$ cat config.mk
export PLATFORM = sky130hd
export DESIGN_NAME = rbs_req_arbiter
export DESIGN_NICKNAME = d
export VERILOG_FILES = /design/src/rtl/rbs_req_arbiter_pkg.sv /design/src/rtl/rbs_req_arbiter_rr_select.sv /design/src/rtl/rbs_req_arbiter.sv
export SDC_FILE = /design/constraint.sdc
export NUM_CORES = 1
export LEC_CHECK = 0
export ABC_AREA = 1
export BUFFER_PORTS_ARGS = -buffer_cell sky130_fd_sc_hd__clkbuf_2
export CORE_MARGIN = 2
export CORE_UTILIZATION = 40
export DETAILED_ROUTE_END_ITERATION = 6
export MAX_ROUTING_LAYER = met4
export PLACE_DENSITY_LB_ADDON = 0.1
export SYNTH_ARGS = -nofsm -noshare
export SYNTH_HDL_FRONTEND = slang
export SYNTH_SLANG_ARGS = --single-unit
$ cat constraint.sdc
create_clock -name clk -period 1.6 [get_ports clk]
set_input_delay 0 -clock clk [delete_from_list [all_inputs] [get_ports clk]]
set_output_delay 0 -clock clk [all_outputs]
set_load 0.05 [all_outputs]
$ cat src/rtl/rbs_req_arbiter_pkg.sv
// Shared definitions for the register-bus request arbiter: FSM encoding,
// default timeout read data and an index-width helper.
package rbs_req_arbiter_pkg;

    typedef enum logic {
        ST_IDLE = 1'b0,
        ST_BUSY = 1'b1
    } rbs_state_e;

    localparam logic [31:0] RBS_TIMEOUT_RESULT = 32'hdead_beef;

    // Index width that stays legal (>= 1 bit) even for a single requester.
    function automatic int rbs_idx_w(input int n);
        return (n > 1) ? $clog2(n) : 1;
    endfunction

endpackage

$ cat src/rtl/rbs_req_arbiter_rr_select.sv
// Combinational round-robin picker: first eligible index strictly after
// last_grant, wrapping modulo NUM_REQ.
module rr_select
    import rbs_req_arbiter_pkg::*;
#(
    parameter int NUM_REQ = 2,
    parameter int IDX_W   = rbs_idx_w(NUM_REQ)
) (
    input  logic [NUM_REQ-1:0] eligible,
    input  logic [IDX_W-1:0]   last_grant,
    output logic [IDX_W-1:0]   winner,
    output logic               valid
);

    localparam int SUM_W = IDX_W + 1;

    logic [IDX_W-1:0]   cand_idx [NUM_REQ];
    logic [NUM_REQ-1:0] cand_ok;

    // Candidate gi is the requester at offset gi+1 from the last grant.
    for (genvar gi = 0; gi < NUM_REQ; gi++) begin : g_cand
        logic [SUM_W-1:0] sum;
        assign sum          = {1'b0, last_grant} + SUM_W'(gi + 1);
        assign cand_idx[gi] = (sum >= SUM_W'(NUM_REQ)) ? IDX_W'(sum - SUM_W'(NUM_REQ))
                                                       : sum[IDX_W-1:0];
        assign cand_ok[gi]  = eligible[cand_idx[gi]];
    end

    always_comb begin
        winner = last_grant;
        valid  = 1'b0;
        for (int k = NUM_REQ - 1; k >= 0; k--) begin
            if (cand_ok[k]) begin
                winner = cand_idx[k];
                valid  = 1'b1;
            end
        end
    end

endmodule

$ cat src/rtl/rbs_req_arbiter.sv
// Shares one udp_reg_master core_reg port between NUM_REQ requesters with
// round-robin grants, ack timeout and per-requester release tracking.
module rbs_req_arbiter
    import rbs_req_arbiter_pkg::*;
#(
    parameter int                    NUM_REQ        = 2,
    parameter int                    DATA_WIDTH     = 32,
    parameter int                    ADDR_WIDTH     = 30,
    parameter int                    TIMEOUT        = 64,
    parameter logic [DATA_WIDTH-1:0] TIMEOUT_RESULT = DATA_WIDTH'(RBS_TIMEOUT_RESULT)
) (
    input  logic                             clk,
    input  logic                             reset,
    input  logic [NUM_REQ-1:0]               req_req,
    input  logic [NUM_REQ-1:0]               req_rd_wr_L,
    input  logic [NUM_REQ*ADDR_WIDTH-1:0]    req_addr,
    input  logic [NUM_REQ*DATA_WIDTH-1:0]    req_wr_data,
    output logic [NUM_REQ-1:0]               req_ack,
    output logic [NUM_REQ-1:0]               req_err,
    output logic [DATA_WIDTH-1:0]            req_rd_data,
    output logic                             core_reg_req,
    output logic                             core_reg_rd_wr_L,
    output logic [ADDR_WIDTH-1:0]            core_reg_addr,
    output logic [DATA_WIDTH-1:0]            core_reg_wr_data,
    input  logic                             core_reg_ack,
    input  logic [DATA_WIDTH-1:0]            core_reg_rd_data,
    output logic [rbs_idx_w(NUM_REQ)-1:0]    grant_id,
    output logic                             busy
);

    localparam int              IDX_W    = rbs_idx_w(NUM_REQ);
    localparam int              CNT_W    = $clog2(TIMEOUT + 1);
    localparam logic [CNT_W-1:0] CNT_LAST = CNT_W'(TIMEOUT - 1);

    rbs_state_e              state_q, state_d;
    logic [CNT_W-1:0]        cnt_q, cnt_d;
    logic [IDX_W-1:0]        grant_id_q, grant_id_d;
    logic                    core_req_q, core_req_d;
    logic                    core_rd_wr_l_q, core_rd_wr_l_d;
    logic [ADDR_WIDTH-1:0]   core_addr_q, core_addr_d;
    logic [DATA_WIDTH-1:0]   core_wr_data_q, core_wr_data_d;
    logic [NUM_REQ-1:0]      ack_q, ack_d;
    logic [NUM_REQ-1:0]      err_q, err_d;
    logic [DATA_WIDTH-1:0]   rd_data_q, rd_data_d;
    logic [NUM_REQ-1:0]      release_wait_q, release_wait_d;

    logic [ADDR_WIDTH-1:0]   addr_arr    [NUM_REQ];
    logic [DATA_WIDTH-1:0]   wr_data_arr [NUM_REQ];
    logic [NUM_REQ-1:0]      eligible;
    logic [IDX_W-1:0]        sel_winner;
    logic                    sel_valid;
    logic                    done;
    logic                    timed_out;

    for (genvar gi = 0; gi < NUM_REQ; gi++) begin : g_unpack
        assign addr_arr[gi]    = req_addr[gi*ADDR_WIDTH +: ADDR_WIDTH];
        assign wr_data_arr[gi] = req_wr_data[gi*DATA_WIDTH +: DATA_WIDTH];
    end

    // A requester that was just served must drop its request before it can win again.
    assign eligible = req_req & ~release_wait_q;

    rr_select #(
        .NUM_REQ (NUM_REQ),
        .IDX_W   (IDX_W)
    ) u_rr_select (
        .eligible   (eligible),
        .last_grant (grant_id_q),
        .winner     (sel_winner),
        .valid      (sel_valid)
    );

    always_comb begin
        state_d        = state_q;
        cnt_d          = cnt_q;
        grant_id_d     = grant_id_q;
        core_req_d     = core_req_q;
        core_rd_wr_l_d = core_rd_wr_l_q;
        core_addr_d    = core_addr_q;
        core_wr_data_d = core_wr_data_q;
        ack_d          = '0;
        err_d          = '0;
        rd_data_d      = rd_data_q;
        release_wait_d = release_wait_q & req_req;
        done           = 1'b0;
        timed_out      = 1'b0;

        case (state_q)
            ST_IDLE: begin
                if (sel_valid) begin
                    grant_id_d     = sel_winner;
                    core_req_d     = 1'b1;
                    core_rd_wr_l_d = req_rd_wr_L[sel_winner];
                    core_addr_d    = addr_arr[sel_winner];
                    core_wr_data_d = wr_data_arr[sel_winner];
                    cnt_d          = '0;
                    state_d        = ST_BUSY;
                end
            end
            ST_BUSY: begin
                if (core_reg_ack) begin
                    done = 1'b1;
                end else if (cnt_q == CNT_LAST) begin
                    done      = 1'b1;
                    timed_out = 1'b1;
                end else begin
                    cnt_d = cnt_q + 1'b1;
                end

                if (done) begin
                    state_d    = ST_IDLE;
                    core_req_d = 1'b0;
                    // A requester that withdrew mid-transaction gets no completion.
                    if (req_req[grant_id_q]) begin
                        ack_d[grant_id_q]          = 1'b1;
                        err_d[grant_id_q]          = timed_out;
                        rd_data_d                  = timed_out ? TIMEOUT_RESULT : core_reg_rd_data;
                        release_wait_d[grant_id_q] = 1'b1;
                    end
                end
            end
            default: state_d = ST_IDLE;
        endcase
    end

    always_ff @(posedge clk) begin
        if (reset) begin
            state_q        <= ST_IDLE;
            cnt_q          <= '0;
            grant_id_q     <= IDX_W'(NUM_REQ - 1);
            core_req_q     <= 1'b0;
            core_rd_wr_l_q <= 1'b1;
            core_addr_q    <= '0;
            core_wr_data_q <= '0;
            ack_q          <= '0;
            err_q          <= '0;
            rd_data_q      <= '0;
            release_wait_q <= '0;
        end else begin
            state_q        <= state_d;
            cnt_q          <= cnt_d;
            grant_id_q     <= grant_id_d;
            core_req_q     <= core_req_d;
            core_rd_wr_l_q <= core_rd_wr_l_d;
            core_addr_q    <= core_addr_d;
            core_wr_data_q <= core_wr_data_d;
            ack_q          <= ack_d;
            err_q          <= err_d;
            rd_data_q      <= rd_data_d;
            release_wait_q <= release_wait_d;
        end
    end

    assign req_ack          = ack_q;
    assign req_err          = err_q;
    assign req_rd_data      = rd_data_q;
    assign core_reg_req     = core_req_q;
    assign core_reg_rd_wr_L = core_rd_wr_l_q;
    assign core_reg_addr    = core_addr_q;
    assign core_reg_wr_data = core_wr_data_q;
    assign grant_id         = grant_id_q;
    assign busy             = (state_q == ST_BUSY);

endmodule

==> impl_results.rst <==
.. list-table::
   :header-rows: 1

   * - Metric
     - Value
   * - Leak Pwr
     - 4.775 nW
   * - Fin nets
     - 1410
   * - EDFF count, synth
     - 0
   * - ANT nets after route
     - 0
   * - Worst-path cell with the longest stage delay
     - sky130_fd_sc_hd__dfxtp_1
   * - Met1 track demand over resource in global routing
     - 28.79%
   * - Arrival time of the worst setup path
     - 1.72 ns
   * - Register bit count reported by yosys
     - 111
   * - Busiest layer in global routing
     - met2
   * - Clock insertion delay at the later pin of the skew report
     - 0.34 ns
   * - Number of optimization iterations in the first detailed-route pass
     - 4
   * - Total routed wirelength
     - 17760 microns
   * - Max-slew headroom at the worst pin
     - 72.02%
   * - Detailed-route wire length per cell
     - 12.42 microns
   * - Max Transition Viols Final
     - 0
   * - Num rows
     - 43
   * - Final Hold Viols
     - 0
   * - Count of buffer and inverter cells on the critical path
     - 1
   * - Fraction of layout cells with a size suffix above 1
     - 26.00%
   * - Final Instance Area
     - 0.008838 sq mm
   * - First-pass GRT wire length
     - 27810 microns
   * - Top cells by count, synth
     - sky130_fd_sc_hd__nand2_1 (260), sky130_fd_sc_hd__inv_1 (195), sky130_fd_sc_hd__dfxtp_1 (111), sky130_fd_sc_hd__a21oi_1 (88), sky130_fd_sc_hd__nand3_1 (70)
   * - Cells taking the most area after synthesis
     - sky130_fd_sc_hd__dfxtp_1 (40%), sky130_fd_sc_hd__nand2_1 (17%), sky130_fd_sc_hd__inv_1 (13%)
   * - Endpoint class of the critical path
     - register
   * - Register area share after synthesis
     - 39.81%
   * - Number of distinct library cell variants in the gate-level netlist after synthesis
     - 25
   * - Cell area power density
     - 905.9 mW/mm^2
   * - Maximum achievable frequency
     - 695.1 MHz
   * - Startpoint type of the worst setup path
     - register
   * - Primary flip-flop cell chosen by synthesis mapping
     - sky130_fd_sc_hd__dfxtp_1
   * - Slowest Stage Delay on Critical Path
     - 0.33 ns
   * - GR Util met3
     - 3.792%
   * - Number of ports placed on the die boundary
     - 265
   * - DRC marker count from the first detailed-route iteration
     - 324
   * - Yosys warnings
     - 0
   * - Kind of cell adding the most delay to the critical path
     - simple AND/OR/NAND/NOR gates
   * - Met2 global-route usage
     - 38.48%
   * - RSZ-0062 raised after global routing
     - no
   * - Kind of critical path
     - reg2reg
   * - Area added between synthesis and finish
     - 58.35%
   * - Run status
     - complete, no violations
   * - Total clock buffers created by CTS
     - 9
   * - Maximum level of the CTS H-tree
     - 3
   * - Fin Setup TNS
     - 0 ns
   * - Final clock skew
     - 0.003252 ns
   * - Final worst path period need
     - 1.439 ns
   * - Area of the core region
     - 0.01377 sq mm
   * - Number of global-route vias before repair
     - 6086
   * - DIE AREA
     - 0.01491 sq mm
   * - HPWL after detailed placement
     - 10800 microns
   * - Cell taking the most area after synthesis
     - sky130_fd_sc_hd__dfxtp_1
   * - Die X
     - 122.1 microns
   * - Maximum fanout encountered on the critical timing path
     - 18
   * - Clock transition at the registers of the reported paths
     - 0.07 ns
   * - Largest net degree at the start of global routing
     - 71
   * - Setup-violating endpoint count in the final report
     - 0
   * - Via count
     - 6554
   * - Cell area after technology mapping
     - 0.005582 sq mm
   * - Number of antenna violations at the first check in global routing
     - 0
   * - Proportion of register bits with asynchronous set or reset after synthesis
     - 0%
   * - Worst Max-Slew Pin Slew
     - 0.4197 ns
   * - Antenna diode instance count
     - 0
   * - Residual overflow from global routing
     - 0
   * - Total Routing Usage GR
     - 23.87%
   * - CTS tree
     - done
   * - Required time at the endpoint of the critical path
     - 1.88 ns
   * - VDD IR-drop max
     - 0.5066 mV
   * - PortBufs
     - 264
   * - Clock buffer depth
     - 2
   * - Fraction of the cycle the final worst path needs
     - 89.92%
   * - Critical Path, Cell by Cell
     - ha_1, nand2_2, nor2_4, nand2_2, nand2_4, nand3_4, buf_12, nand2_1, nand2_1, nor2_1
   * - Hold WC Path Type
     - in2reg
   * - DRC violation count after routing
     - 0
   * - Routed via count divided by cell count
     - 4.583
   * - Fraction of synthesized cell area taken by the top area cell type
     - 39.81%
   * - Weighted congestion reported at the end of routability-driven placement
     - 0.8534
   * - Syn nets
     - 1027
   * - # clock sinks
     - 111
   * - Die span in y
     - 122.1 microns
   * - Cell with the most instances after synthesis
     - sky130_fd_sc_hd__nand2_1
   * - Placed cell areas
     - 0.007148 sq mm
   * - Mean area per synthesized cell
     - 6.468 sq um
   * - Max-cap viol count
     - 0
   * - Starting Density
     - 40.53%
   * - Post-synthesis cell count
     - 863
   * - Worst-case hold slack
     - 0.005217 ns
   * - Root buffer cell
     - sky130_fd_sc_hd__clkbuf_16
   * - Post-CTS setup buffer count
     - 0
-- path summary, 6_finish.rpt --
path,from,end,slack [ns],depth (start not counted)
hold reg to reg,req_rd_data[0],req_rd_data[0],0.44,2
setup / recovery,cnt_q[1],req_rd_data[14],0.16,10
setup reg to reg,cnt_q[1],req_rd_data[14],0.16,10
hold / removal,req_wr_data[51],core_reg_wr_data[19],0.005,5
-- layer usage --
layer / routed length (microns) / part of all wire (%) / up-vias
met5: 0 / 0 / -
met4: 666 / 3.8 / 0
met3: 1029 / 5.8 / 55
met2: 8500 / 48 / 248
met1: 7563 / 43 / 2887
li1: - / - / 3364
-- repair_timing --
item / in CTS / in global routing
hold buffers: 136 / 0
endpoints found under the setup margin: 0 / 5
endpoints found under the hold margin: 84 / 0
resized for setup: 0 / 6
-- flip-flops by register name (all words and copies together), names as in the netlist --
signal and count:
core_reg_rd_wr_L 1, req_ack 2, core_reg_req 1, req_rd_data 32, grant_id 1, req_err 2
release_wait_q 2, cnt_q 7, core_reg_wr_data 32, busy 1, core_reg_addr 30
-- power breakdown --
group	internal [W]	total, W	switching (W)
combinational	0.000939	0.00272	0.00178
clock	0.00118	0.00215	0.000970
sequential	0.00300	0.00314	0.000134
-- cells by family (layout without fill, tap and decap cells) --
logic type	count (synthesis)	in the layout	share of synthesized area, %
adder cells (fa/ha/maj)	1	1	0.2241
AND/OR/NAND/NOR	396	396	30.06
buffers and inverters	248	635	17.98
flip-flops	111	111	39.81
AO/OA/AOI/OAI	107	107	11.93
-- worst register-to-register path, cell delays in order (launching register included) --
cell and delay, ns:
sky130_fd_sc_hd__dfxtp_1 0.33, sky130_fd_sc_hd__ha_1 0.17, sky130_fd_sc_hd__nand2_2 0.09, sky130_fd_sc_hd__nor2_4 0.11
sky130_fd_sc_hd__nand2_2 0.10, sky130_fd_sc_hd__nand2_4 0.09, sky130_fd_sc_hd__nand3_4 0.12, sky130_fd_sc_hd__buf_12 0.18
sky130_fd_sc_hd__nand2_1 0.06, sky130_fd_sc_hd__nand2_1 0.04, sky130_fd_sc_hd__nor2_1 0.09
-- cell type report --
cell class	instances	area, sq um
fill	1293	4935
timing repair buffer	422	2990
clock buffer	15	277.8
sequential	111	2226
tap	180	225.2
inverter	198	743.2
multi-input combinational	504	2376
-- metrics by stage --
| stage | instances | setup WS, ns | total power [W] | utilization [%] |
|---|---|---|---|---|
| final | 1430 | 0.1613 | 0.008007 | 64.17 |
| after global routing | 1430 | 0.02575 | 0.008429 | 64.17 |
| after CTS | 1429 | 0.1371 | 0.008059 | 63.80 |
| after detailed placement | 1278 | 0.1539 | 0.005635 | 51.90 |
| after global placement | 1278 | 0.1902 | 0.005625 | 51.90 |
| after floorplan | 863 | 0.1570 | 0.004892 | - |
-- cell usage in the layout (no fill, tap or decap), types with 11 or more instances in the layout --
cell type | synthesis | routed
sky130_fd_sc_hd__dlygate4sd3_1 | 0 | 136
sky130_fd_sc_hd__clkbuf_2 | 0 | 264
sky130_fd_sc_hd__nand3_1 | 70 | 70
sky130_fd_sc_hd__nand4_1 | 29 | 29
sky130_fd_sc_hd__inv_1 | 195 | 195
sky130_fd_sc_hd__nand2_1 | 260 | 260
sky130_fd_sc_hd__a21oi_1 | 88 | 88
sky130_fd_sc_hd__nor2_1 | 28 | 28
sky130_fd_sc_hd__dfxtp_1 | 111 | 108
sky130_fd_sc_hd__buf_4 | 6 | 11
(Power assumes the default switching activity.)
